**src/rtl/graphics_pkg.sv**
```systemverilog
// Shared graphics-pipeline types: vertex/triangle payloads and the
// triangle-id sequence checker state.
package graphics_pkg;

    typedef logic [2:0][15:0]      vertex_t;
    typedef logic [2:0][2:0][15:0] tri_verts_t;

    localparam int unsigned VERTS_BITS = 144;

    typedef enum logic {
        EXPECT_FIRST,
        IN_FRAME
    } chk_state_t;

endpackage

```
**src/rtl/tri_fifo.sv**
```systemverilog
// Synchronous FIFO with registered storage and combinational head data.
// Pushes are refused while full (even if a pop happens the same cycle);
// pops are ignored while empty.
module tri_fifo #(
    parameter int unsigned WIDTH = 8,
    parameter int unsigned DEPTH = 4
) (
    input  logic             i_clk,
    input  logic             i_rst,
    input  logic             i_push,
    input  logic             i_pop,
    input  logic [WIDTH-1:0] i_data,
    output logic             o_full,
    output logic             o_empty,
    output logic [WIDTH-1:0] o_data
);

    localparam int unsigned PTR_W = (DEPTH > 1) ? $clog2(DEPTH) : 1;

    logic [WIDTH-1:0] r_mem [DEPTH];
    logic [PTR_W-1:0] r_wr_ptr;
    logic [PTR_W-1:0] r_rd_ptr;
    logic [PTR_W:0]   r_count;

    logic w_push;
    logic w_pop;

    assign o_full  = (r_count == (PTR_W+1)'(DEPTH));
    assign o_empty = (r_count == '0);
    assign o_data  = r_mem[r_rd_ptr];

    assign w_push = i_push && !o_full;
    assign w_pop  = i_pop && !o_empty;

    // Storage, pointers and occupancy; reset clears storage so head data reads 0.
    always_ff @(posedge i_clk) begin
        if (i_rst) begin
            for (int unsigned i = 0; i < DEPTH; i++) begin
                r_mem[i] <= '0;
            end
            r_wr_ptr <= '0;
            r_rd_ptr <= '0;
            r_count  <= '0;
        end else begin
            if (w_push) begin
                r_mem[r_wr_ptr] <= i_data;
                r_wr_ptr        <= r_wr_ptr + PTR_W'(1);
            end
            if (w_pop) begin
                r_rd_ptr <= r_rd_ptr + PTR_W'(1);
            end
            case ({w_push, w_pop})
                2'b10:   r_count <= r_count + (PTR_W+1)'(1);
                2'b01:   r_count <= r_count - (PTR_W+1)'(1);
                default: r_count <= r_count;
            endcase
        end
    end

endmodule

```
**src/rtl/tri_receiver.sv**
```systemverilog
// Triangle-stream receiver: buffers triangles from the fetch stage,
// re-presents them downstream, checks per-frame id sequencing on the push
// side and counts delivered triangles per frame on the pop side.
module tri_receiver
    import graphics_pkg::*;
#(
    parameter  int unsigned TRI_COUNT    = 2048,
    parameter  int unsigned FIFO_DEPTH   = 4,
    localparam int unsigned TRI_ID_WIDTH = $clog2(TRI_COUNT),
    localparam int unsigned CNT_WIDTH    = $clog2(TRI_COUNT + 1)
) (
    input  logic                    clk_in,
    input  logic                    rst_in,
    input  logic                    valid_in,
    output logic                    ready_out,
    input  tri_verts_t              tri_vertices_in,
    input  logic [TRI_ID_WIDTH-1:0] tri_id_in,
    input  logic                    last_tri_in,
    output logic                    valid_out,
    input  logic                    ready_in,
    output tri_verts_t              tri_vertices_out,
    output logic [TRI_ID_WIDTH-1:0] tri_id_out,
    output logic                    last_tri_out,
    output logic                    frame_done_out,
    output logic [CNT_WIDTH-1:0]    tri_count_out,
    output logic                    seq_error_out,
    output logic                    err_sticky_out
);

    localparam int unsigned ENTRY_W = VERTS_BITS + TRI_ID_WIDTH + 1;
    localparam logic [TRI_ID_WIDTH-1:0] LAST_ID = TRI_ID_WIDTH'(TRI_COUNT - 1);

    logic [ENTRY_W-1:0]      w_fifo_in;
    logic [ENTRY_W-1:0]      w_head;
    logic                    w_full;
    logic                    w_empty;
    logic                    w_push;
    logic                    w_pop;
    logic [TRI_ID_WIDTH-1:0] w_expected;
    logic                    w_violation;

    chk_state_t              r_state;
    logic [TRI_ID_WIDTH-1:0] r_expected_id;
    logic                    r_seq_error;
    logic                    r_err_sticky;
    logic [CNT_WIDTH-1:0]    r_delivered;
    logic [CNT_WIDTH-1:0]    r_tri_count;
    logic                    r_frame_done;

    assign ready_out = !w_full && !rst_in;
    assign valid_out = !w_empty;
    assign w_push    = valid_in && ready_out;
    assign w_pop     = valid_out && ready_in;

    assign w_fifo_in        = {tri_vertices_in, tri_id_in, last_tri_in};
    assign tri_vertices_out = w_head[ENTRY_W-1 -: VERTS_BITS];
    assign tri_id_out       = w_head[TRI_ID_WIDTH:1];
    assign last_tri_out     = w_head[0];

    tri_fifo #(
        .WIDTH (ENTRY_W),
        .DEPTH (FIFO_DEPTH)
    ) u_fifo (
        .i_clk   (clk_in),
        .i_rst   (rst_in),
        .i_push  (w_push),
        .i_pop   (w_pop),
        .i_data  (w_fifo_in),
        .o_full  (w_full),
        .o_empty (w_empty),
        .o_data  (w_head)
    );

    // The first triangle of a frame must carry id 0; only the final id may be flagged last.
    assign w_expected  = (r_state == EXPECT_FIRST) ? '0 : r_expected_id;
    assign w_violation = (tri_id_in != w_expected) ||
                         (last_tri_in != (tri_id_in == LAST_ID));

    // Push-side sequence checker; resyncs to the received id after an error.
    always_ff @(posedge clk_in) begin
        if (rst_in) begin
            r_state       <= EXPECT_FIRST;
            r_expected_id <= '0;
            r_seq_error   <= 1'b0;
            r_err_sticky  <= 1'b0;
        end else begin
            r_seq_error <= 1'b0;
            if (w_push) begin
                r_seq_error <= w_violation;
                if (w_violation) begin
                    r_err_sticky <= 1'b1;
                end
                if (last_tri_in) begin
                    r_state       <= EXPECT_FIRST;
                    r_expected_id <= '0;
                end else begin
                    r_state       <= IN_FRAME;
                    r_expected_id <= tri_id_in + TRI_ID_WIDTH'(1);
                end
            end
        end
    end

    // Pop-side frame counter; publishes the count when the last triangle leaves.
    always_ff @(posedge clk_in) begin
        if (rst_in) begin
            r_delivered  <= '0;
            r_tri_count  <= '0;
            r_frame_done <= 1'b0;
        end else begin
            r_frame_done <= 1'b0;
            if (w_pop) begin
                if (last_tri_out) begin
                    r_tri_count  <= r_delivered + CNT_WIDTH'(1);
                    r_delivered  <= '0;
                    r_frame_done <= 1'b1;
                end else begin
                    r_delivered <= r_delivered + CNT_WIDTH'(1);
                end
            end
        end
    end

    assign seq_error_out  = r_seq_error;
    assign err_sticky_out = r_err_sticky;
    assign frame_done_out = r_frame_done;
    assign tri_count_out  = r_tri_count;

endmodule

```
**config.mk**
```make
export PLATFORM = sky130hd
export DESIGN_NAME = tri_receiver
export DESIGN_NICKNAME = d
export VERILOG_FILES = /design/src/rtl/graphics_pkg.sv /design/src/rtl/tri_fifo.sv /design/src/rtl/tri_receiver.sv
export SDC_FILE = /design/constraint.sdc
export NUM_CORES = 1
export LEC_CHECK = 0
export CAP_MARGIN = 20
export CORE_ASPECT_RATIO = 0.6
export CORE_UTILIZATION = 58
export CTS_BUF_LIST = sky130_fd_sc_hd__clkbuf_8
export DETAILED_ROUTE_END_ITERATION = 12
export HOLD_SLACK_MARGIN = 0.02
export MAX_ROUTING_LAYER = met4
export PLACE_DENSITY = 0.88
export SETUP_SLACK_MARGIN = 0.15
export SKIP_CTS_REPAIR_TIMING = 1
export SLEW_MARGIN = 10
export SYNTH_ARGS = -nofsm -noshare
export SYNTH_HDL_FRONTEND = slang
export SYNTH_SLANG_ARGS = --single-unit
```
**constraint.sdc**
```tcl
create_clock -name clk_in -period 8 [get_ports clk_in]
set_clock_uncertainty 0.15 [all_clocks]
set_input_delay 2.4 -clock clk_in [delete_from_list [all_inputs] [get_ports clk_in]]
set_output_delay 2.4 -clock clk_in [all_outputs]
set_load 0.01 [all_outputs]
```
==> metrics.txt <==
dpl cell area approximately 33000 µm²; deepest clock path buffer count 3; share of layout cells above drive strength 1 14.3%; Routed met2 length between 30000 and 40000 µm; relative slew slack 23.4%; Seq/Total Area, Yosys 66.9%; IO Pins between 300 and 400; ANT nets after route 0; asr flop ratio synth 0%; Mapped Cells around 1800; met3 WL 5270 µm; MaxCap Viol Count 0; Compound-Gate Fraction of Synth Area 1.32%; register bit total from synthesis 672; crit path capture type output port; vias per cell about 5.9; Pwr per Cell Area approximately 270 nW/µm²; Clock Latency Late Sink 0.65 ns; fmax approximately 170 MHz; quantity of I/O buffers inserted on ports around 330; Area Growth Syn to Fin 18.5%; root buffer cell clkbuf_8; RePlAce Congestion between 0.8 and 0.9; WS Path Type in -> out; # fillers 3132; Slew @ Worst Pin ~1.1 ns; Die Y about 180 µm; WL final 67900 µm; ys flop type edfxtp_1; Row Count 63; Synth Area in Adders 0.196%; first-pass GRT wire length about 100000 µm; count of unique library cells instantiated by Yosys 50; sum of negative setup slack 0 ns; Hold Path Class reg -> reg; worst setup margin ~2.1 ns; Synth Area per Inst around 16 µm²; leak pwr approximately 13 nW; DR vias about 17000; Die ar. approximately 52000 µm²; DRC violations left 0; Tcrit/Tclk final between 70% and 80%; design area about 35000 µm²; Overflow after GRT 0; Peak VDD IR 0.000163 V; largest family of logic cells by synthesized area simple AND/OR/NAND/NOR gates; post-DR wirelength/cell ~23 µm; Hold Vio Cnt, Final 0; type of origin of the critical path input pin; met1 WL ~27000 µm; vias in the first global route about 17000; Critical R2R Launch u_fifo.r_count[0]; pre-CTS setup slack approximately 2.1 ns; first drt pass iteration count 5; initial core utilization between 50% and 60%; Max Transition Viols Final 0; Post-synth EDFFs roughly 620; drt initial violations ~1500; Die Wd about 300 µm; simple-gate share of the synthesized area 15.8%; TritonCTS Sinks approximately 670; Post-Synthesis Net Count between 1500 and 2000; outcome complete, no violations; Cell Area, Synth approximately 29000 µm²; crit path from rst_in; post-synthesis mux area share a little under an eighth; Tmin final between 5 and 6 ns; final hold slack around 0.31 ns; xor-xnor portion of the synthesized cell area less than 1%; Worst-path clk slew roughly 0.060 ns; synthesis warning total 0; nets@finish around 2300; highest metal used met4; Final Setup Violations 0; largest net degree at the start of global routing roughly 110; hold path start tri_count_out[1]; TritonCTS clock tree yes; WP data arrival ~3.3 ns; post-layout power around 0.0093 W; Core Area between 40000 and 50000 µm²; TritonCTS Buffers 96; worst-path maximum fanout 2; required time of the critical path 5.45 ns; RSZ-0062 raised after global routing no; gr usage total 27.1%; initial antenna violation count 6; H-tree levels 3; DPL Wire Length just under 40000 µm
[through the flow]
stage / util, % / std cells
finish: 70.1 / 2903
global route: 70.1 / 2902
CTS: 70.1 / 2896
detailed placement: 66.5 / 2721
global placement: 66.5 / 2721
floorplan: - / 1834
[layer usage]
metal	vias to the layer above	global-route usage, %
met5	-	-
met4	0	8.57
met3	125	5.44
met2	743	43.2
met1	8696	35.6
li1	7496	-
[cells in the mapped netlist (4+ instances only)]
cell type	count	share of area [%]
o21ai_0	14	0.24
buf_6	28	1.1
dfxtp_1	48	3.3
a21oi_1	18	0.31
buf_2	43	0.73
nor3_1	6	0.10
nand3b_1	7	0.18
and3_1	160	3.4
mux4_2	156	12
xnor2_1	23	0.68
a211oi_1	8	0.20
clkbuf_1	68	0.87
xor2_1	9	0.27
a22oi_1	12	0.31
and2_1	471	10
inv_1	4	0.051
nand3_1	6	0.10
nand4_1	11	0.23
nand2_1	18	0.23
edfxtp_1	624	64
buf_1	7	0.089
nor2_1	48	0.61
[path summary, 6_finish.rpt]
kind	end	slack, ns	cells after the start
setup / recovery	ready_out	2.13	3
hold / removal	tri_count_out[1]	0.31	2
hold reg to reg	tri_count_out[1]	0.31	2
setup reg to reg	u_fifo.r_mem[0][6]	4.51	6
[critical path, cell delays in order]
cell             delay (ns)
buf_2                  0.12
nor2b_4                0.21
clkdlybuf4s50_1        0.58
[layout make-up]
class,instances,area (µm²),area share (%)
multi-input combinational,1009,8920,25.6
antenna,7,17.5,0.0502
clock inverter,75,380,1.09
sequential,672,19700,56.5
tap,682,853,2.45
timing repair buffer,353,3600,10.3
inverter,5,18.8,0.0538
clock buffer,100,1380,3.95
[power breakdown]
part | internal, W | total (W) | switching [W] | leakage (nW)
Clock | 0.00123 | 0.00253 | 0.00130 | 1.03
Sequential | 0.00421 | 0.00432 | 0.000119 | 6.87
Combinational | 0.00129 | 0.00246 | 0.00117 | 4.93
Total | 0.00673 | 0.00931 | 0.00259 | 12.8
[state kept, by name (all words and copies together) (netlist names), named ones only]
name             cells
err_sticky_out       1
u_fifo.r_rd_ptr      2
frame_done_out       1
r_state              1
tri_count_out       12
u_fifo.r_wr_ptr      2
u_fifo.r_mem       624
r_delivered         12
r_expected_id       11
seq_error_out        1
u_fifo.r_count       3
[kinds of logic (layout without fill, tap and decap cells)]
family / Yosys count / in the layout
mux: 157 / 157
buf+inv: 153 / 533
simple gates: 755 / 755
compound gates: 61 / 61
fa+ha+maj: 4 / 4
other cells: 0 / 7
xor+xnor: 32 / 32
flops: 672 / 672
[cells in the final DEF (no fill, tap or decap), types with 6 or more instances in the layout]
cell type / instances
a211oi_1: 8
a21oi_1: 18
a22oi_1: 12
and2_1: 471
and3_1: 160
buf_12: 10
buf_4: 12
clkbuf_8: 100
clkdlybuf4s50_1: 330
clkinv_1: 20
clkinv_2: 12
dfxtp_1: 46
diode_2: 7
edfxtp_1: 624
inv_1: 39
mux4_2: 156
nand2_1: 18
nand3_1: 6
nand3b_1: 7
nand4_1: 11
nor2_1: 48
nor3_1: 6
o21ai_0: 14
xnor2_1: 23
xor2_1: 9
Note: power is estimated with default switching activity, not from simulation.
